`config.mk`:
```
export PLATFORM = sky130hd
export DESIGN_NAME = axi4_lite_reg_slave
export DESIGN_NICKNAME = d
export VERILOG_FILES = /design/src/rtl/axi4_lite_pkg.sv /design/src/rtl/axi4_lite_aw_w_join.sv /design/src/rtl/axi4_lite_reg_slave.sv
export SDC_FILE = /design/constraint.sdc
export NUM_CORES = 1
export LEC_CHECK = 0
export BUFFER_PORTS_ARGS = -buffer_cell sky130_fd_sc_hd__buf_2
export CORE_AREA = 2 2 262 264
export DETAILED_ROUTE_END_ITERATION = 10
export DIE_AREA = 0 0 264 266
export RECOVER_POWER = 50
export SETUP_SLACK_MARGIN = 0.02
export SLEW_MARGIN = 20
export SYNTH_ARGS = -nofsm -noshare
export SYNTH_HDL_FRONTEND = slang
export SYNTH_HIERARCHICAL = 1
export SYNTH_SLANG_ARGS = --single-unit
```
`constraint.sdc`:
```
create_clock -name clk -period 13.94 [get_ports clk]
set_input_delay 2.788 -clock clk [delete_from_list [all_inputs] [get_ports clk]]
set_output_delay 2.788 -clock clk [all_outputs]
set_load 0.005 [all_outputs]
```
`src/rtl/axi4_lite_pkg.sv`:
```
// Shared AXI4-Lite definitions: response codes, prot bit positions and the
// AW/W join state encoding.
package axi4_lite_pkg;

  typedef logic [1:0] axi_resp_t;

  localparam axi_resp_t RESP_OKAY   = 2'b00;
  localparam axi_resp_t RESP_EXOKAY = 2'b01;
  localparam axi_resp_t RESP_SLVERR = 2'b10;
  localparam axi_resp_t RESP_DECERR = 2'b11;

  localparam int PROT_PRIV_BIT   = 0;
  localparam int PROT_NONSEC_BIT = 1;
  localparam int PROT_INSTR_BIT  = 2;

  typedef enum logic [1:0] {
    JOIN_IDLE    = 2'd0,
    JOIN_AW_HELD = 2'd1,
    JOIN_W_HELD  = 2'd2,
    JOIN_RESP    = 2'd3
  } join_state_e;

endpackage

```
`src/rtl/axi4_lite_aw_w_join.sv`:
```
// Captures AW and W independently, joins them into a single-cycle commit
// strobe and owns the B channel until the response is accepted.
module axi4_lite_aw_w_join
  import axi4_lite_pkg::*;
#(
  parameter int ADDR_WIDTH = 32,
  parameter int DATA_WIDTH = 32
) (
  input  logic                    clk,
  input  logic                    rst,
  input  logic                    awvalid,
  output logic                    awready,
  input  logic [ADDR_WIDTH-1:0]   awaddr,
  input  logic [2:0]              awprot,
  input  logic                    wvalid,
  output logic                    wready,
  input  logic [DATA_WIDTH-1:0]   wdata,
  input  logic [DATA_WIDTH/8-1:0] wstrb,
  output logic                    bvalid,
  input  logic                    bready,
  output axi_resp_t               bresp,
  output logic                    commit,
  output logic [ADDR_WIDTH-1:0]   commit_addr,
  output logic [2:0]              commit_prot,
  output logic [DATA_WIDTH-1:0]   commit_data,
  output logic [DATA_WIDTH/8-1:0] commit_strb,
  input  axi_resp_t               commit_resp,
  output join_state_e             state
);

  join_state_e state_q, state_d;
  logic [ADDR_WIDTH-1:0]   aw_addr_q, aw_addr_d;
  logic [2:0]              aw_prot_q, aw_prot_d;
  logic [DATA_WIDTH-1:0]   w_data_q, w_data_d;
  logic [DATA_WIDTH/8-1:0] w_strb_q, w_strb_d;
  axi_resp_t               bresp_q, bresp_d;
  logic aw_hs, w_hs, aw_present, w_present;

  // Handshakes: a transfer happens on the rising edge where valid && ready;
  // valid never waits on ready, and ready is withdrawn while a channel is
  // held or a write response is outstanding.
  always_comb begin
    awready     = !rst && (state_q == JOIN_IDLE || state_q == JOIN_W_HELD);
    wready      = !rst && (state_q == JOIN_IDLE || state_q == JOIN_AW_HELD);
    aw_hs       = awvalid && awready;
    w_hs        = wvalid && wready;
    aw_present  = (state_q == JOIN_AW_HELD) || aw_hs;
    w_present   = (state_q == JOIN_W_HELD) || w_hs;
    commit      = aw_present && w_present;
    commit_addr = (state_q == JOIN_AW_HELD) ? aw_addr_q : awaddr;
    commit_prot = (state_q == JOIN_AW_HELD) ? aw_prot_q : awprot;
    commit_data = (state_q == JOIN_W_HELD) ? w_data_q : wdata;
    commit_strb = (state_q == JOIN_W_HELD) ? w_strb_q : wstrb;
    aw_addr_d   = aw_hs ? awaddr : aw_addr_q;
    aw_prot_d   = aw_hs ? awprot : aw_prot_q;
    w_data_d    = w_hs ? wdata : w_data_q;
    w_strb_d    = w_hs ? wstrb : w_strb_q;
    bresp_d     = commit ? commit_resp : bresp_q;
    state_d     = state_q;
    case (state_q)
      JOIN_IDLE: begin
        if (commit)     state_d = JOIN_RESP;
        else if (aw_hs) state_d = JOIN_AW_HELD;
        else if (w_hs)  state_d = JOIN_W_HELD;
      end
      JOIN_AW_HELD: if (commit) state_d = JOIN_RESP;
      JOIN_W_HELD:  if (commit) state_d = JOIN_RESP;
      JOIN_RESP:    if (bready) state_d = JOIN_IDLE;
      default:      state_d = JOIN_IDLE;
    endcase
  end

  always_ff @(posedge clk or posedge rst) begin
    if (rst) begin
      state_q   <= JOIN_IDLE;
      aw_addr_q <= '0;
      aw_prot_q <= '0;
      w_data_q  <= '0;
      w_strb_q  <= '0;
      bresp_q   <= RESP_OKAY;
    end else begin
      state_q   <= state_d;
      aw_addr_q <= aw_addr_d;
      aw_prot_q <= aw_prot_d;
      w_data_q  <= w_data_d;
      w_strb_q  <= w_strb_d;
      bresp_q   <= bresp_d;
    end
  end

  assign bvalid = (state_q == JOIN_RESP);
  assign bresp  = bresp_q;
  assign state  = state_q;

endmodule

```
`src/rtl/axi4_lite_reg_slave.sv`:
```
// AXI4-Lite register file: RW registers with byte strobes, RO registers fed
// from hardware, per-register access pulses, independent read/write paths.
module axi4_lite_reg_slave
  import axi4_lite_pkg::*;
#(
  parameter int                  ADDR_WIDTH = 32,
  parameter int                  DATA_WIDTH = 32,
  parameter int                  NUM_REGS   = 8,
  parameter logic [NUM_REGS-1:0] RO_MASK    = '0,
  parameter bit                  PRIV_ONLY  = 1'b0
) (
  input  logic                           clk,
  input  logic                           rst,
  input  logic                           awvalid,
  output logic                           awready,
  input  logic [ADDR_WIDTH-1:0]          awaddr,
  input  logic [2:0]                     awprot,
  input  logic                           wvalid,
  output logic                           wready,
  input  logic [DATA_WIDTH-1:0]          wdata,
  input  logic [DATA_WIDTH/8-1:0]        wstrb,
  output logic                           bvalid,
  input  logic                           bready,
  output logic [1:0]                     bresp,
  input  logic                           arvalid,
  output logic                           arready,
  input  logic [ADDR_WIDTH-1:0]          araddr,
  input  logic [2:0]                     arprot,
  output logic                           rvalid,
  input  logic                           rready,
  output logic [DATA_WIDTH-1:0]          rdata,
  output logic [1:0]                     rresp,
  output logic [NUM_REGS*DATA_WIDTH-1:0] reg_q,
  input  logic [NUM_REGS*DATA_WIDTH-1:0] hw_rd_data,
  output logic [NUM_REGS-1:0]            reg_wr_pulse,
  output logic [NUM_REGS-1:0]            reg_rd_pulse
);

  localparam int STRB_W   = DATA_WIDTH / 8;
  localparam int ADDR_LSB = $clog2(STRB_W);
  localparam int IDX_W    = ADDR_WIDTH - ADDR_LSB;
  localparam logic [IDX_W:0] NUM_REGS_EXT = (IDX_W+1)'(NUM_REGS);

  logic [DATA_WIDTH-1:0]   regs_q [NUM_REGS];
  logic [DATA_WIDTH-1:0]   regs_d [NUM_REGS];
  logic [NUM_REGS-1:0]     wr_pulse_q, wr_pulse_d;
  logic                    rvalid_q, rvalid_d;
  logic [DATA_WIDTH-1:0]   rdata_q, rdata_d;
  axi_resp_t               rresp_q, rresp_d;

  logic                    commit;
  logic [ADDR_WIDTH-1:0]   commit_addr;
  logic [2:0]              commit_prot;
  logic [DATA_WIDTH-1:0]   commit_data;
  logic [STRB_W-1:0]       commit_strb;
  axi_resp_t               wr_resp;
  join_state_e             join_state;
  logic [IDX_W-1:0]        widx, ridx;
  axi_resp_t               rd_resp;
  logic [DATA_WIDTH-1:0]   rd_word;
  logic                    ar_hs;
  logic                    unused_bits;

  axi4_lite_aw_w_join #(
    .ADDR_WIDTH (ADDR_WIDTH),
    .DATA_WIDTH (DATA_WIDTH)
  ) u_join (
    .clk         (clk),
    .rst         (rst),
    .awvalid     (awvalid),
    .awready     (awready),
    .awaddr      (awaddr),
    .awprot      (awprot),
    .wvalid      (wvalid),
    .wready      (wready),
    .wdata       (wdata),
    .wstrb       (wstrb),
    .bvalid      (bvalid),
    .bready      (bready),
    .bresp       (bresp),
    .commit      (commit),
    .commit_addr (commit_addr),
    .commit_prot (commit_prot),
    .commit_data (commit_data),
    .commit_strb (commit_strb),
    .commit_resp (wr_resp),
    .state       (join_state)
  );

  // Write decode and strobe merge; error responses leave the array untouched.
  always_comb begin
    widx       = commit_addr[ADDR_WIDTH-1:ADDR_LSB];
    wr_resp    = RESP_OKAY;
    regs_d     = regs_q;
    wr_pulse_d = '0;
    if ({1'b0, widx} >= NUM_REGS_EXT) begin
      wr_resp = RESP_DECERR;
    end else if (PRIV_ONLY && !commit_prot[PROT_PRIV_BIT]) begin
      wr_resp = RESP_SLVERR;
    end else begin
      for (int i = 0; i < NUM_REGS; i++)
        if (widx == IDX_W'(i) && RO_MASK[i]) wr_resp = RESP_SLVERR;
    end
    if (commit && wr_resp == RESP_OKAY) begin
      for (int i = 0; i < NUM_REGS; i++) begin
        if (widx == IDX_W'(i)) begin
          wr_pulse_d[i] = 1'b1;
          for (int b = 0; b < STRB_W; b++)
            if (commit_strb[b]) regs_d[i][b*8 +: 8] = commit_data[b*8 +: 8];
        end
      end
    end
  end

  // Reads sample regs_q before this edge's write lands, so a same-cycle
  // read of the register being written returns the old contents.
  always_comb begin
    arready      = !rst && !rvalid_q;
    ar_hs        = arvalid && arready;
    ridx         = araddr[ADDR_WIDTH-1:ADDR_LSB];
    rd_resp      = RESP_OKAY;
    rd_word      = '0;
    reg_rd_pulse = '0;
    if ({1'b0, ridx} >= NUM_REGS_EXT)                     rd_resp = RESP_DECERR;
    else if (PRIV_ONLY && !arprot[PROT_PRIV_BIT])         rd_resp = RESP_SLVERR;
    for (int i = 0; i < NUM_REGS; i++) begin
      if (ridx == IDX_W'(i)) begin
        rd_word = RO_MASK[i] ? hw_rd_data[i*DATA_WIDTH +: DATA_WIDTH] : regs_q[i];
        if (ar_hs && rd_resp == RESP_OKAY) reg_rd_pulse[i] = 1'b1;
      end
    end
    if (rd_resp != RESP_OKAY) rd_word = '0;
    rvalid_d = ar_hs || (rvalid_q && !rready);
    rdata_d  = ar_hs ? rd_word : rdata_q;
    rresp_d  = ar_hs ? rd_resp : rresp_q;
  end

  always_ff @(posedge clk or posedge rst) begin
    if (rst) begin
      regs_q     <= '{default: '0};
      wr_pulse_q <= '0;
      rvalid_q   <= 1'b0;
      rdata_q    <= '0;
      rresp_q    <= RESP_OKAY;
    end else begin
      regs_q     <= regs_d;
      wr_pulse_q <= wr_pulse_d;
      rvalid_q   <= rvalid_d;
      rdata_q    <= rdata_d;
      rresp_q    <= rresp_d;
    end
  end

  always_comb begin
    reg_q = '0;
    for (int i = 0; i < NUM_REGS; i++) reg_q[i*DATA_WIDTH +: DATA_WIDTH] = regs_q[i];
  end

  assign reg_wr_pulse = wr_pulse_q;
  assign rvalid       = rvalid_q;
  assign rdata        = rdata_q;
  assign rresp        = rresp_q;

  assign unused_bits = ^{commit_addr[ADDR_LSB-1:0], commit_prot[2:1],
                         araddr[ADDR_LSB-1:0], arprot[2:1], join_state};

endmodule

```
# Word-level counts from Yosys, hierarchy flattened
# Cells that the tools add are included.
# classes
n_mux,38
n_reduce_logical,58
n_eq_ne,20
magnitude_cmp,2
# ops
op,n
32-bit two-way mux,11
"30-bit by 3-bit == test with 1-bit output, second input constant",8
"30-bit by 2-bit == test with 1-bit output, second input constant",4
3-bit AND reduction,33
"30-bit by 1-bit == test with 1-bit output, second input constant",2
"30-bit by 4-bit greater-or-equal comparator with 1-bit output, second input constant",2
30-bit zero test,2
1-bit two-way mux,17
2-bit two-way mux,7
1-bit logical AND,10
8-bit two-way mux,1
2-bit zero test,3
2-bit case mux with 3 select lines,1
1-bit logical OR,5
"2-bit == test, second input constant",2
4-bit two-way mux,1
"2-bit by 1-bit inequality test with 1-bit output, second input constant",2
"4-bit by 2-bit inequality test with 1-bit output, second input constant",1
1-bit zero test,3
"2-bit by 1-bit == test with 1-bit output, second input constant",1
2-bit nonzero test,1
2-bit OR reduction,1
# totals
word_cells,159
output_inout_bits,313
inputBits,369
ff_bits,371

# Logic depth before layout (Yosys ltp)
# depth
depth_word,10
mapped_depth,12
depth_no_buf,10

# By module
# The synthesis kept the hierarchy.
# modules_own_cells
module,n_inst,seq_area_each_um2,area_per_inst_um2,cells_each
axi4_lite_reg_slave,1,7457.2,13510.5,1056
axi4_lite_aw_w_join,1,1876.8,4149.0,266

# Worst setup path after synthesis
# OpenSTA, ideal clock, no wires.
# synth_path
path_type,input to output
startpoint,input araddr[5]
endpoint,output reg_rd_pulse[5]
path_buffers,2
slack_ns,6.868
t_arrival_ns,4.284
stages,5
cell_sequence,or4_4 or3_1 buf_6 buf_2 nor4b_1
# synth_between
elab_chain_len,6
elab_cells_between_ends,7
cone_classes,order compare (1); eq/ne (1); mux (3); reduce/logical (2)
# synth_rtl
element,line,text
start: declaration,axi4_lite_reg_slave.sv:27,"input logic [ADDR_WIDTH-1:0] araddr,"
30-bit by 4-bit greater-or-equal comparator with 1-bit output,axi4_lite_reg_slave.sv:124,"if ({1'b0, ridx} >= NUM_REGS_EXT) rd_resp = RESP_DECERR;"
2-bit two-way mux,axi4_lite_reg_slave.sv:124,
2-bit zero test,axi4_lite_reg_slave.sv:129,if (ar_hs && rd_resp == RESP_OKAY) reg_rd_pulse[i] = 1'b1;
1-bit logical AND,axi4_lite_reg_slave.sv:129,
1-bit two-way mux,axi4_lite_reg_slave.sv:129,
1-bit two-way mux *,axi4_lite_reg_slave.sv:127,if (ridx == IDX_W'(i)) begin
end: declaration,axi4_lite_reg_slave.sv:36,output logic [NUM_REGS-1:0] reg_rd_pulse
# Mark *: on every way between the ends. The rest lies on a longest branch, timed or not.

==> impl_summary.log <==
INFO  metric routed_wl = 70.4 mm
INFO  metric grt_antenna_before_repair = 7
INFO  metric first_global_vias = 14226
INFO  metric die_w = 264 µm
INFO  metric timing.setup.tns = 0 ns
INFO  metric grt_overflow_total = 0
INFO  metric post_synthesis_net_count = 1680
INFO  metric port_buffers = 415
INFO  metric post_cts_resized = 0
INFO  metric synth_area = 0.0174 mm²
INFO  metric worstHoldEndpoint = u_join/aw_addr_q[20]$_DFFE_PP0P_
INFO  metric final_nets = 2089
INFO  metric numCtsBuffers = 44
INFO  metric yosys_warning_count = 6
INFO  metric violations = capacitance limit, slew limit
INFO  metric crit_path_cell_trace = clkbuf_1 > clkinvlp_2 > clkbuf_1 > buf_4
INFO  metric worstHoldPathType = register to register
INFO  metric maxCapViolations = 5
INFO  metric global_route.usage.total = 19.6%
INFO  metric critical_path_required = 14.50 ns
INFO  metric run_status = finished, violations left
INFO  metric final_layout_size_suffix_gt1_share = 42.1%
INFO  metric max_freq = 0.111 GHz
INFO  metric clock_sink_count = 368
INFO  metric critical_path.endpoint_type = asynchronous set/reset pin
INFO  metric worstSetupStartpointType = input pin
INFO  metric drt_iter0_markers = 1024
INFO  metric post_synth.cell_area_avg = 13.3 µm²
INFO  metric slowest_stage = clkbuf_1
INFO  metric clkSlewWorstSetupHoldPaths = 0.06 ns
INFO  metric number_of_routed_nets_with_antenna_violations = 0
INFO  metric finalCritPeriodShare = 64.8%
INFO  metric drc_errors = 0
INFO  metric pin_count_of_the_biggest_net_entering_global_routing = 84
INFO  metric vias = 13588
INFO  metric critPathKind = input pin to asynchronous set/reset pin
INFO  metric total_power = 3040 µW
INFO  metric critPathMostFrequentCell = clkbuf_1
INFO  metric core_area = 0.0677 mm²
INFO  metric globalplace.congestion = 0.889
INFO  metric start_util = 25.7%
INFO  metric num_io_pins = 682
INFO  metric timing.critical_path.slowest_cell_delay = 2.93 ns
INFO  metric utilization = 31.6%
INFO  metric unrepaired_setup_endpoints_after_global_routing = false
INFO  metric cts_hold_buffers = 0
INFO  metric worst_skew_pair_latency = 0.56 ns
INFO  metric reg2reg_depth = 10
INFO  metric detail_route.vias_per_cell = 5.16
INFO  metric power.static_leakage = 0.0101 µW
INFO  metric clock-skew-final = 0.0158 ns
INFO  metric die_h = 266 µm
INFO  metric tightest_slew = 4.29 ns
INFO  metric setup_viol_count_final = 0
INFO  metric timing.final.crit_period = 9.03 ns
INFO  metric power.ir.vdd_worst = 0.000112 V
INFO  metric detail_route.wl_per_cell = 26.8 µm
INFO  metric length_of_the_first_detailed_routing_pass_in_iterations = 5
INFO  metric worstReg2RegEnd = reg_q[3]$_DFFE_PP0P_
INFO  metric clock_tree_from_tritoncts = built
INFO  metric post_cts_setup_inserts = 0
INFO  metric clk_path_buf_depth = 3
INFO  metric max_slew_margin = -186%
INFO  metric root_buffer = clkbuf_16
INFO  metric report.final.slew_viol_count = 280
INFO  metric regToRegSetupSlack = 9.03 ns
INFO  metric min_delay_path_depth = 1
INFO  metric global_route_wire_length_before_repair = 101 mm
INFO  metric detailedPlacementHpwl = 47.0 mm
INFO  metric worstPathArrival = 9.59 ns
INFO  metric worst_hold_startpoint = u_join/aw_addr_q[20]$_DFFE_PP0P_
INFO  metric area.growth.synth_to_final = 22.8%
INFO  metric finalHoldViolations = 0
INFO  metric num_rows = 96
INFO  metric worstPathMaxFanout = 83
INFO  metric rr_startpoint = u_join/state[1]$_DFFE_PP0P_
INFO  metric die_outline_area = 0.0702 mm²
INFO  metric htree_levels = 2
INFO  metric gate_count_after_technology_mapping = 1307
INFO  metric power-per-cell-area = 142 mW/mm²
-- power by group --
part / internal, µW / leakage [µW] / switching, µW
registers: 1170 / 0.00498 / 53.5
clock network: 703 / 0.000708 / 465
logic: 276 / 0.00442 / 366
-- state kept, by name, summed over array words and instances, names as in the netlist --
signal / cells
u_join/bresp: 2
rdata: 32
u_join/w_data_q: 32
u_join/aw_addr_q: 30
rvalid: 1
u_join/w_strb_q: 4
reg_wr_pulse: 8
rresp: 1
u_join/state: 2
reg_q: 256
-- stage by stage --
stage	area, µm²	setup WS (ns)	hold WS, ns	std cells
2_1_floorplan	17400	2.92	0.475	1307
3_3_place_gp	20300	6.38	0.483	2550
3_5_place_dp	20300	6.37	0.488	2551
4_1_cts	21800	6.36	0.506	2625
5_1_grt	21400	3.70	0.498	2627
6_report	21400	4.91	0.482	2632
-- critical path, delay by kind of cell --
kind | cells | cell delay [ns]
buffers and inverters | 4 | 6.69
-- worst max-delay path by stage --
stage | slack (ns) | cells after the start | endpoint | start
final | 4.91 | 4 | reg_q[19]$_DFFE_PP0P_ | rst
after global routing | 3.70 | 4 | reg_q[114]$_DFFE_PP0P_ | rst
after CTS | 6.36 | 6 | reg_rd_pulse[5] | araddr[4]
after detailed placement | 6.37 | 6 | reg_rd_pulse[5] | araddr[4]
after global placement | 6.38 | 6 | reg_rd_pulse[5] | araddr[4]
after floorplan | 2.92 | 1 | rdata[0]$_DFFE_PP0P_ | rst
-- area by class of cell --
| cell class | count | area, µm² |
|---|---|---|
| Sequential cell | 368 | 9210 |
| Clock inverter | 15 | 186 |
| Inverter | 9 | 36.3 |
| Timing Repair Buffer | 438 | 1980 |
| Tap cell | 882 | 1100 |
| Multi-Input combinational cell | 855 | 7600 |
| Clock buffer | 59 | 1260 |
| Fill cell | 6983 | 46400 |
| Antenna cell | 6 | 15.0 |
-- routing by layer --
layer / GRT usage, % / share of wire [%] / vias up
met1: 26.1 / 44 / 7027
met5: 0 / 0.051 / -
met4: 7.22 / 3.3 / 8
li1: - / - / 5678
met2: 29.3 / 42 / 716
met3: 7.01 / 10 / 159
-- cell usage in the layout (no fill, tap or decap), drive strengths merged, types with 2 or more instances in the layout --
master      n
ha          4
diode       6
nor2b       5
a22oi      32
o31ai      28
nor2      114
buf       225
nand4       2
clkinvlp    5
a21boi      5
bufinv      4
dfrtp     368
a21oi      34
or2         2
and3        2
or3         5
mux2      395
nor3b       8
o22ai      35
or4        30
nand2      12
o21ai       9
nor4       13
nand3       4
clkbuf    272
inv         7
nor3       37
clkinv      8
mux2i      33
nand2b      8
a2bb2oi    27
No activity file was read; power rests on OpenSTA's default activity.
